### config.mk
export PLATFORM = sky130hd
export DESIGN_NAME = if_id_stage
export DESIGN_NICKNAME = d
export VERILOG_FILES = /design/src/rtl/if_id_stage.sv
export SDC_FILE = /design/constraint.sdc
export NUM_CORES = 1
export LEC_CHECK = 0
export ABC_CLOCK_PERIOD_IN_PS = 3500
export CORE_ASPECT_RATIO = 0.9
export CORE_MARGIN = 4
export CORE_UTILIZATION = 35
export CTS_BUF_LIST = sky130_fd_sc_hd__clkbuf_2 sky130_fd_sc_hd__clkbuf_4 sky130_fd_sc_hd__clkbuf_8
export DETAILED_ROUTE_END_ITERATION = 6
export PLACE_DENSITY = 0.64
export SETUP_SLACK_MARGIN = 0.4
export SYNTH_ARGS = -nofsm -noshare
export SYNTH_HDL_FRONTEND = slang
export SYNTH_SLANG_ARGS = --single-unit
### constraint.sdc
create_clock -name clk -period 3.5 [get_ports clk]
set_input_delay 0.35 -clock clk [delete_from_list [all_inputs] [get_ports clk]]
set_output_delay 0.35 -clock clk [all_outputs]
set_load 0.03 [all_outputs]
### src/rtl/if_id_stage.sv
// ---------------------------------------------------------------------------
// if_id_stage
//
// Pipeline register between instruction fetch and decode, built as a
// two-entry skid buffer (head + skid) with valid/ready handshakes on both
// sides. The head entry is presented to decode; the skid entry absorbs one
// extra instruction so fetch can keep streaming while decode is stalled.
//
// Optional feature: define IFID_STALL_CNT_EN to enable a saturating counter
// of cycles in which fetch offered an instruction that could not be accepted.
// With the macro undefined, stall_cnt is tied to zero.
//
// Ports:
//   clk           rising-edge clock
//   resetn        synchronous active-low reset
//   in_valid      fetch presents an instruction
//   in_ready      stage can accept an instruction this cycle
//   in_pc         PC of the fetched instruction
//   in_inst       fetched instruction word
//   flush         discard all held instructions (redirect)
//   out_valid     decode is presented an instruction
//   out_ready     decode accepts the presented instruction
//   out_pc        PC of the head instruction (0 when empty)
//   out_inst      head instruction word (0 when empty)
//   out_pc_plus4  out_pc + 4, modulo 2^32 (0 when empty)
//   stall_cnt     input-stall cycle counter (0 unless IFID_STALL_CNT_EN)
// ---------------------------------------------------------------------------
module if_id_stage (
    input  logic        clk,
    input  logic        resetn,
    input  logic        in_valid,
    output logic        in_ready,
    input  logic [31:0] in_pc,
    input  logic [31:0] in_inst,
    input  logic        flush,
    output logic        out_valid,
    input  logic        out_ready,
    output logic [31:0] out_pc,
    output logic [31:0] out_inst,
    output logic [31:0] out_pc_plus4,
    output logic [31:0] stall_cnt
);

    typedef enum logic [1:0] {
        EMPTY = 2'd0,
        ONE   = 2'd1,
        TWO   = 2'd2
    } count_t;

    count_t      count_q, count_d;
    logic [31:0] head_pc_q, head_pc_d;
    logic [31:0] head_inst_q, head_inst_d;
    logic [31:0] skid_pc_q, skid_pc_d;
    logic [31:0] skid_inst_q, skid_inst_d;

    logic push;
    logic pop;

    // in_ready looks only at registered occupancy and flush so that fetch
    // never sees a combinational path from out_ready.
    assign in_ready  = (count_q != TWO) && !flush;
    assign out_valid = (count_q != EMPTY);
    assign push      = in_valid && in_ready;
    assign pop       = out_valid && out_ready;

    // A popped head register keeps its stale contents, so the outputs are
    // masked to present a clean bubble whenever the stage is empty.
    assign out_pc       = out_valid ? head_pc_q : 32'd0;
    assign out_inst     = out_valid ? head_inst_q : 32'd0;
    assign out_pc_plus4 = out_valid ? (head_pc_q + 32'd4) : 32'd0;

    always_comb begin
        count_d     = count_q;
        head_pc_d   = head_pc_q;
        head_inst_d = head_inst_q;
        skid_pc_d   = skid_pc_q;
        skid_inst_d = skid_inst_q;

        case (count_q)
            EMPTY: begin
                if (push) begin
                    head_pc_d   = in_pc;
                    head_inst_d = in_inst;
                    count_d     = ONE;
                end
            end
            ONE: begin
                if (push && pop) begin
                    // Head leaves and the new instruction replaces it directly.
                    head_pc_d   = in_pc;
                    head_inst_d = in_inst;
                end else if (push) begin
                    skid_pc_d   = in_pc;
                    skid_inst_d = in_inst;
                    count_d     = TWO;
                end else if (pop) begin
                    count_d = EMPTY;
                end
            end
            TWO: begin
                if (pop) begin
                    head_pc_d   = skid_pc_q;
                    head_inst_d = skid_inst_q;
                    count_d     = ONE;
                end
            end
            default: begin
                count_d = EMPTY;
            end
        endcase

        // A redirect drops everything, whatever else happened this cycle.
        if (flush) begin
            count_d = EMPTY;
        end
    end

    always_ff @(posedge clk) begin
        if (!resetn) begin
            count_q     <= EMPTY;
            head_pc_q   <= 32'd0;
            head_inst_q <= 32'd0;
            skid_pc_q   <= 32'd0;
            skid_inst_q <= 32'd0;
        end else begin
            count_q     <= count_d;
            head_pc_q   <= head_pc_d;
            head_inst_q <= head_inst_d;
            skid_pc_q   <= skid_pc_d;
            skid_inst_q <= skid_inst_d;
        end
    end

`ifdef IFID_STALL_CNT_EN
    logic [31:0] stall_cnt_q, stall_cnt_d;

    // Counts cycles where fetch offered an instruction that was refused;
    // holds at all-ones rather than wrapping.
    always_comb begin
        stall_cnt_d = stall_cnt_q;
        if (in_valid && !in_ready && (stall_cnt_q != 32'hFFFF_FFFF)) begin
            stall_cnt_d = stall_cnt_q + 32'd1;
        end
    end

    always_ff @(posedge clk) begin
        if (!resetn) begin
            stall_cnt_q <= 32'd0;
        end else begin
            stall_cnt_q <= stall_cnt_d;
        end
    end

    assign stall_cnt = stall_cnt_q;
`else
    assign stall_cnt = 32'd0;
`endif

endmodule

# Yosys cells after proc, flatten, opt, wreduce, memory -nomap -nowiden
# Index checks and enable logic that the tools add are counted.
# op_classes
eq_ne,8
add_sub_neg,1
n_mux,17
reduce_logical,12
bitwise_logic,2
# op_table
op,n
32-bit 2-to-1 mux,9
32-bit one-hot mux with 3 select lines,2
"32-bit by 3-bit adder with 32-bit output, second input constant",1
2-bit 2-to-1 mux,5
"2-bit inequality test, second input constant",5
4-bit AND reduction,2
2-bit one-hot mux with 3 select lines,1
1-bit logical AND,4
"3-bit inequality test, second input constant",1
3-bit AND reduction,1
3-bit nonzero test,1
"2-bit by 1-bit equality test with 1-bit output, second input constant",1
"2-bit equality test, second input constant",1
2-bit zero test,1
1-bit NOT,2
2-bit nonzero test,1
2-bit OR reduction,1
1-bit zero test,1
# word_totals
word_cells,45
inputBits,69
out_inout_bits,130
register_bits,130

# Longest topological paths before layout
# depth
word_depth,6
mapped_depth,7

# Least setup slack after synthesis
# No wires, ideal clock.
# synth_timing
kind,register to output
start,reg head_pc_q[2]
end,out out_pc_plus4[22]
path_buffers,1
stages_incl_launch_ff,7
required_ns,3.150
arrival_time_ns,1.919
slack_ns,1.231
path_cell_list,dfxtp_1 -> ha_1 -> and4_1 -> buf_2 -> nand4_1 -> or3_1 -> a21oi_1
# synth_between
elab_chain_cells,2
# synth_rtl
element,line,text
start: declaration,51,"logic [31:0] head_pc_q, head_pc_d;"
start signal: assignment,127,head_pc_q <= head_pc_d;
32-bit by 3-bit adder with 32-bit output,70,assign out_pc_plus4 = out_valid ? (head_pc_q + 32'd4) : 32'd0;
32-bit 2-to-1 mux,70,
end: declaration,40,"output logic [31:0] out_pc_plus4,"
# No other way between the ends.

# Final worst setup path
# layout_timing
start,reg head_pc_q[4]
end,out out_pc_plus4[23]
# The elaborated chain is that of the path after synthesis.

==> run summary <==
Max clock buf depth -> 2
Vias per cell -> 5.03
N_diodes -> 0
Post-synth EDFFs -> 0
Worst vdd ir -> 229 uV
Hold Fails Final Rpt -> 0
Most common cell in the netlist -> nand2_1
Primary FF master, synth -> dfxtp_1
Clock latency on the worst-skew pair -> 0.44 ns
CTS root buf -> clkbuf_8
Starting Density -> 0.356
Maximum fanout along the worst path -> 10
Total Nets Final -> 1,018
Largest net degree at the start of global routing -> 65
Fin area -> 0.00914 mm^2
Synth cell types -> 41
Tot Pwr -> 3.52 mW
Cells after synthesis -> 827
Vias in the first global route -> 5,888
CP Class -> reg2out
Setup Buffers After CTS -> 0
Synth area leader -> dfxtp_1
Worst Max-Slew Pin Slew -> 0.692 ns
Full die area -> 0.0227 mm^2
Core Area -> 0.0200 mm^2
Cells on Worst Hold Path -> 2
Worst Path Required -> 3.15 ns
IO Pins -> 199
Post-route setup TNS -> 0 ns
Row count -> 49
IO Port Bufs -> 166
Final antenna-violating net count -> 0
Gpl congestion -> 0.879
Die height -> 143 um
Minimum clock period -> 2.91 ns
TritonCTS buffer count -> 17
Largest cells by area after synthesis -> dfxtp_1 37%, mux2i_1 9.2%, o211a_1 9.0%
# Max-Cap Violations -> 0
Synthesis-stage register bit count -> 130
Post-synth top cells -> 142 x nand2_1, 130 x dfxtp_1, 73 x o21ai_0
Max_slew headroom -> 0.539
First-pass GRT wire length -> 32,500 um
Initial antenna violation count -> 1
P_leak -> 4.32 nW
Fin util -> 0.457
Async S/R FF share, synth -> 0
Clock sinks -> 130
Gr usage total -> 0.181
GRT overflow -> 0
Placed wire-length estimate -> 13,800 um
Die width -> 158 um
RSZ-0062 raised after global routing -> no
Final slew viol count -> 0
Total iterations of the first detailed-routing run -> 4
Fill count -> 1,981
DRC Markers -> 0
Clk slew on worst S/H paths -> 0.08 ns
DR iter-0 viols -> 329
H-tree Lvls -> 4
Sequential area share after synthesis -> 0.366
Clock Skews -> 0.0122 ns
Power per Cell Area -> 385 mW/mm^2
WL/cell -> 16.8 um
Setup crit start kind -> flop
# setup viols final -> 0
CTS Hold Bufs -> 0
Layout cells sized above 1 -> 0.0812
Area grow syn2layout -> 28.5%
Max frequency -> 343 MHz
Routed WL -> 20,400 um
Share of the synthesized area in the top cell type -> 0.366
Run status -> completed
Mean area per synthesized cell -> 8.59 um^2
Routed vias -> 6,121
Cell area after synthesis -> 0.00711 mm^2
Critical path arrival -> 2.56 ns
Fin crit share -> 0.832
TritonCTS clock tree -> yes
Placed cell area -> 0.00868 mm^2
Yosys warning total -> 0
Reg2reg path depth -> 5
Hold crit path type -> in2reg
Crit path capture type -> output port
-- kinds of logic (layout without fill, tap and decap cells) --
| group | count (synthesis) | in the layout | share of synthesized area |
|---|---|---|---|
| muxes | 71 | 71 | 0.101 |
| xor gates and xnor gates | 12 | 12 | 0.0148 |
| DFF | 130 | 130 | 0.366 |
| buffers and inverters | 112 | 215 | 0.0970 |
| AOI/OAI and AO/OA | 216 | 216 | 0.221 |
| and+or+nand+nor | 284 | 284 | 0.198 |
| adders and majority gates | 1 | 1 | 0.00176 |
| other | 1 | 32 | 0.000528 |
-- repair_timing --
item,in CTS,in global routing
gates resized for setup,16,20
setup endpoints to repair,13,17
pin swaps,0,1
-- sequential cells by signal, summed over array words and instances, names as in the netlist --
signal / cells
head_inst_q: 32
head_pc_q: 32
skid_inst_q: 32
skid_pc_q: 32
count_q: 2
-- final timing paths --
path,slack (ns),from,endpoint
min reg2reg,0.46,skid_pc_q[23],skid_pc_q[23]
max reg2reg,1.36,count_q[1],head_pc_q[6]
max,0.59,head_pc_q[4],out_pc_plus4[23]
min,0.46,resetn,head_inst_q[22]
-- metrics by stage --
stage                     setup WS, ns  hold slack, ns  std cells
after detailed placement         0.559           0.456       1184
after CTS                        0.348           0.439       1216
after global placement           0.623           0.449       1184
after floorplan                   1.23           0.443        858
final                            0.588           0.460       1216
after global routing             0.399           0.466       1216
-- layer usage --
metal,track usage,vias up,share of wire
met3,0.0564,11,0.077
met5,0,-,0.00098
met2,0.289,183,0.45
met1,0.244,2885,0.47
met4,0.0296,2,0.0058
li1,-,3040,-
-- cells in the final DEF (no fill, tap or decap), types with 11 or more instances in the layout --
master           Yosys  routed
a21boi_0            64      64
mux2i_1             65      65
nor2_1              21      20
nand2_1            142     142
a21oi_1             11      11
clkdlybuf4s50_1      0     150
o211a_1             64      64
buf_4               44      14
clkbuf_8             0      24
conb_1               1      32
and2_1              67      66
dfxtp_1            130     129
o21ai_0             73      73
-- power by group --
group	total [mW]	internal, mW	switching, mW
clock	1.37	0.774	0.600
combinational	0.529	0.232	0.297
sequential	1.61	1.55	0.0624
-- area by class of cell --
cell class	count	area, um^2	area share
clock buffers	25	338	0.0370
clock inverters	7	95.1	0.0104
inverters	2	8.76	0.000959
multi-input cells	616	3990	0.437
flip-flops and latches	130	2600	0.285
well taps	255	319	0.0349
repair buffers	181	1780	0.195
-- critical path, cell delays in order, from the launching register on --
cell,delay [ns]
dfxtp_1,0.46
and3_2,0.30
nand4_4,0.16
or4_1,0.50
a21oi_1,0.24
dlygate4sd2_1,0.45
(Power assumes the default switching activity.)
==> RTL change 1, RTL diff (config.mk and constraints unchanged) <==
The option `IFID_STALL_CNT_EN` is turned on by a define.
--- a/src/rtl/if_id_stage.sv
+++ b/src/rtl/if_id_stage.sv
@@ -25,6 +25,8 @@
 //   out_pc_plus4  out_pc + 4, modulo 2^32 (0 when empty)
 //   stall_cnt     input-stall cycle counter (0 unless IFID_STALL_CNT_EN)
 // ---------------------------------------------------------------------------
+`define IFID_STALL_CNT_EN
+
 module if_id_stage (
     input  logic        clk,
     input  logic        resetn,
Check against the original RTL: not equivalent (Yosys sat finds a counterexample within 4 cycles, from zero or initial values and one cycle with resetn low).
==> RTL change 1 against the original RTL <==
  * Sequential cell count grew 32
  * Wire length grew 14%
  * Area after synthesis grew 10%
  * Highest routed layer unchanged
  * Maximum frequency grew 0.39%
  * Setup slack gained 11 ps
  * Total power grew 8.3%
  * Utilization grew 2.7 points
  * Critical path depth grew 2
  * Cell area grew 16%
  * Largest cell class unchanged
  * Critical endpoint is now out_pc_plus4[22]
  * Global-route usage is essentially flat
  * Register-to-register slack lost 140 ps
==> RTL change 1: results (changes against the original RTL) <==
[metrics] DR iter-0 viols: 515 (+57%)
[metrics] WL/cell: 15.35 um (-8.5%)
[metrics] status: finished clean
[metrics] number of search-and-repair iterations in the first detailed-routing pass: 6 (+2)
[metrics] Setup Skew: 11.76 ps (-0.4327 ps)
[metrics] slowest cell on the critical path: clkdlybuf4s50_1
[metrics] synth top area cells: dfxtp_1 41%, nand2_1 14%, a311oi_1 7.1%, a21oi_1 5.9%, and2_1 5.0%
[metrics] global placer's final weighted congestion: 0.8432 (-4.1%)
[metrics] Worst-Margin Slew: 813.3 ps (+121.5 ps)
[metrics] antenna violations before repair: 2 (+1)
[metrics] post-DR vias/cell: 5.192 (+3.1%)
[metrics] critical path data arrival time: 2550 ps (about the same)
[metrics] number of global-route vias before repair: 7210 (+22%)
[metrics] delay contributed by the slowest stage of the critical path: 680 ps (+180 ps)
[metrics] most frequent cells after synthesis: 288 x nand2_1, 162 x dfxtp_1, 102 x nor2_1
[metrics] global-route wire length before repair: 37460 um (+15%)
[metrics] Peak VDD IR: 0.1967 mV (-14%)
[metrics] global routing usage summed across all routing layers: 18.09% (+0.020 points)
[metrics] destination of the critical timing path: out_pc_plus4[22]
[metrics] Worst Setup Slack post-DPL: 571.8 ps (+12.65 ps)
[metrics] critical-path maximum fanout: 15 (+5)
[metrics] clock-pin slew on the worst setup and hold paths: 100 ps (+20 ps)
[metrics] Placed Instances: 1478 (+25%)
[metrics] I/O Buffers: 198 (+19%)
[metrics] amount of wire on met2 after detailed routing: 10350 um (+13%)
[metrics] sequential fraction of the synthesis area: 41.35% (+4.7 points)
[metrics] reported leakage power: 0.003756 uW (-13%)
[metrics] worst setup margin: 599.3 ps (+11.36 ps)
[metrics] post-route non-filler standard cell count: 1513 (+24%)
[metrics] Nets: 1280 (+26%)
[metrics] Synth Instances: 1046 (+26%)
==> RTL change 1: cell types whose count changed after synthesis, sizes merged, moves of 14 or more <==
cell,before,now
a21boi,64,0
a21oi,12,93
a311oi,0,64
buf,64,22
dfxtp,130,162
mux2i,65,7
nand2,142,288
nand3,7,21
nor2,21,102
o211a,64,2
o21ai,73,13
o31ai,2,16
or4,2,16
xnor2,3,18
==> RTL change 1: cells by family (layout without fill, tap and decap cells) <==
logic type,after synthesis,in the layout,synth area share (%)
simple gates,568,568,33.42
compound gates,195,195,16.54
flops,162,162,41.35
buf+inv,88,264,4.801
xor+xnor,24,24,2.680
mux,7,7,0.8933
fa+ha+maj,2,2,0.3190
==> RTL change 1: how the worst min path moves through the flow <==
stage | endpoint | slack [ps] | from | cells after the start
after floorplan | count_q[0] | 430 | flush | 1
after global placement | skid_pc_q[0] | 440 | skid_pc_q[0] | 2
after detailed placement | skid_inst_q[10] | 450 | skid_inst_q[10] | 2
after CTS | skid_inst_q[12] | 430 | in_inst[12] | 3
after global routing | skid_inst_q[8] | 450 | in_inst[8] | 3
final | skid_pc_q[19] | 460 | skid_pc_q[19] | 2
==> RTL change 1: repair_timing <==
action / in CTS / in global routing
pin swaps: 2 / 0
resized for setup: 7 / 17
hold endpoints to repair: 0 / 0
setup endpoints to repair: 40 / 38
hold buffers: 0 / 0
setup buffers: 3 / 0
==> RTL change 1: worst register-to-register path: stages (launching register included) <==
cell      delay (ps)
dfxtp_1          460
nand3_2          200
or3_4            460
o311ai_2         720
o21ai_0          200
a21oi_1          160
==> RTL change 1: final cells by class <==
type	instances	area, um^2	area share [%]
clock buffers	18	247.7	2.345
multi-input cells	796	4260	40.33
well taps	291	364.1	3.447
inverters	7	31.28	0.2961
flip-flops and latches	162	3243	30.70
clock inverters	14	120.1	1.137
repair buffers	225	2297	21.75
==> RTL change 1: where the power goes <==
| group | total [uW] | leakage (uW) | switching [uW] | internal [uW] |
|---|---|---|---|---|
| combinational | 523 | 0.00226 | 283 | 241 |
| clock | 1300 | 0.000181 | 766 | 532 |
| sequential | 1990 | 0.00132 | 70.8 | 1920 |
==> RTL change 1: metal layers <==
metal / vias up / track usage, %
li1: 3933 / -
met1: 3656 / 24.69
met2: 227 / 28.63
met3: 35 / 3.777
met4: 4 / 6.144
met5: - / 0
==> RTL change 1: stage by stage <==
stage               hold WS [ps]  instance area (um^2)
CTS                        433.8                 10520
global route               452.0                 10560
finish                     457.6                 10560
floorplan                  426.9                  7844
detailed placement         446.5                 10130
global placement           441.5                 10130
==> RTL change 2, RTL diff (config.mk and constraints unchanged) <==
Without the edit above. The 3 values of `count_t` get a one-hot encoding in 3 bits.
--- a/src/rtl/if_id_stage.sv
+++ b/src/rtl/if_id_stage.sv
@@ -41,10 +41,10 @@
     output logic [31:0] stall_cnt
 );
 
-    typedef enum logic [1:0] {
-        EMPTY = 2'd0,
-        ONE   = 2'd1,
-        TWO   = 2'd2
+    typedef enum logic [2:0] {
+        EMPTY = 3'b001,
+        ONE   = 3'b010,
+        TWO   = 3'b100
     } count_t;
 
     count_t      count_q, count_d;
Behaviour: same outputs for any inputs over 4 cycles, from zero or initial values and one cycle with resetn low; so few cycles prove little.
==> RTL change 2 against the original RTL <==
  * Setup slack lost 93 ps
  * Sequential cell count grew 1
  * Area after synthesis shrank 3.0%
  * Utilization grew 1.2 points
  * Cell area shrank 0.92%
  * Maximum frequency shrank 3.1%
  * Wire length grew 0.94%
  * First-iteration DRC count shrank 0.30%
  * Total power shrank 1.0%
  * Critical path type unchanged
  * Largest power group unchanged
==> RTL change 2: results (changes against the original RTL) <==
[metrics] number of fill cells in the layout: 1895 (-4.3%)
[metrics] final HPWL from detailed placement: 13310 um (-3.8%)
[metrics] number of logic inverters in the finished layout: 12 (+10)
[metrics] Yosys cell types: 45 (+9.8%)
[metrics] WL/cell: 16.80 um (+0.12%)
[metrics] area of the multi-input gates: 3847 um^2 (-3.5%)
[metrics] number of global-route vias before repair: 5931 (+0.73%)
[metrics] number of clock sinks: 131 (+0.77%)
[metrics] layout buffering overhead excluding clock cells: 19.84% (+0.33 points)
[metrics] instance area after placement: 8608 um^2 (-0.84%)
[metrics] fraction of area in registers: 29.11% (+0.61 points)
[metrics] delay contributed by the slowest stage of the critical path: 650 ps (+150 ps)
[metrics] mean cell area of the mapped netlist: 8.265 um^2 (-3.8%)
[metrics] class of the worst hold path: reg2reg
[metrics] critical path data arrival time: 2660 ps (+100 ps)
[metrics] clock network share of area: 4.589% (-0.15 points)
[metrics] global routing usage summed across all routing layers: 18.32% (+0.25 points)
[metrics] post-DR vias/cell: 5.043 (+0.19%)
[metrics] worst slew margin relative to its limit: 45.93% (-8.0 points)
[metrics] antenna violations before repair: 0 (-1)
[metrics] multi-input combinational cell count: 617 (+0.16%)
[metrics] slowest cell on the critical path: or4_4
[metrics] multiplexer share of the synthesized area: 10.11% (about the same)
[metrics] Placed Instances: 1191 (+0.59%)
[metrics] area overhead of the layout relative to synthesis: 31.31%
[metrics] largest net degree at the start of global routing: 82 (+26%)
[metrics] sequential fraction of the synthesis area: 38.05% (+1.4 points)
[metrics] Nets: 1033 (+1.5%)
[metrics] status: finished clean
[metrics] areal power density over the cells: 384.7 nW/um^2 (-0.11%)
[metrics] Setup Skew: 12.73 ps (+0.5380 ps)
[metrics] global-route wire length before repair: 32200 um (-0.83%)
[metrics] post-route non-filler standard cell count: 1226 (+0.82%)
[metrics] synth top area cells: dfxtp_1 38%, mux2i_1 9.3%, nand2_1 7.3%, o31ai_1 7.2%, a21boi_0 7.0%
[metrics] share of synthesized cell area in full adder, half adder and majority cells: 0.1815% (+0.0055 points)
[metrics] layout clock buffer count: 20 (-20%)
[metrics] fraction of final layout cells sized beyond drive strength 1: 10.04% (+1.9 points)
[metrics] Worst Setup Slack post-DPL: 349.4 ps (-209.8 ps)
[metrics] # resized after CTS: 29 (+13)
[RTL change 2: cell types whose count changed in the layout (fill, tap and decap cells not counted), sizes merged, moves of 5 or more]
| cell | unedited run | this run |
|---|---|---|
| o211a | 64 | 0 |
| o31ai | 2 | 66 |
| a21oi | 12 | 75 |
| o21ai | 73 | 11 |
| nor2 | 21 | 34 |
| and2 | 67 | 56 |
| inv | 1 | 12 |
| xnor2 | 3 | 12 |
| nand2 | 142 | 134 |
| xor2 | 9 | 2 |
| nor4 | 1 | 6 |
| or4 | 2 | 7 |
[RTL change 2: tightest hold or removal path, cell delays in order, from the launching register on]
cell and delay, ps:
dfxtp_1 310, nand2_1 50, a21boi_0 60
[RTL change 2: report_power, final]
| part | switching [uW] | leakage [uW] | internal [uW] |
|---|---|---|---|
| Clock | 616 | 0.000195 | 729 |
| Combinational | 312 | 0.00191 | 218 |
| Sequential | 58.8 | 0.00107 | 1550 |
[RTL change 2: metal layers]
layer / vias to the layer above / track usage [%] / routed length, um
met5: - / 0 / 0
li1: 3093 / - / -
met4: 0 / 4.836 / 194
met3: 14 / 5.310 / 1597
met2: 194 / 28.58 / 9259
met1: 2882 / 24.85 / 9547
[RTL change 2: path summary, 6_finish.rpt]
| kind | from | slack (ps) | cells after the start | endpoint |
|---|---|---|---|---|
| hold reg to reg | skid_pc_q[20] | 470 | 2 | skid_pc_q[20] |
| setup / recovery | head_pc_q[14] | 490 | 5 | out_pc_plus4[19] |
| hold / removal | skid_pc_q[20] | 470 | 2 | skid_pc_q[20] |
| setup reg to reg | count_q[0] | 1230 | 7 | head_pc_q[2] |
[RTL change 2: cells by family after synthesis]
kind of cell    count (synthesis)
mux                            69
fa+ha+maj                       1
buf+inv                       118
flops                         131
simple gates                  280
compound gates                220
other cells                     1
xor+xnor                       14
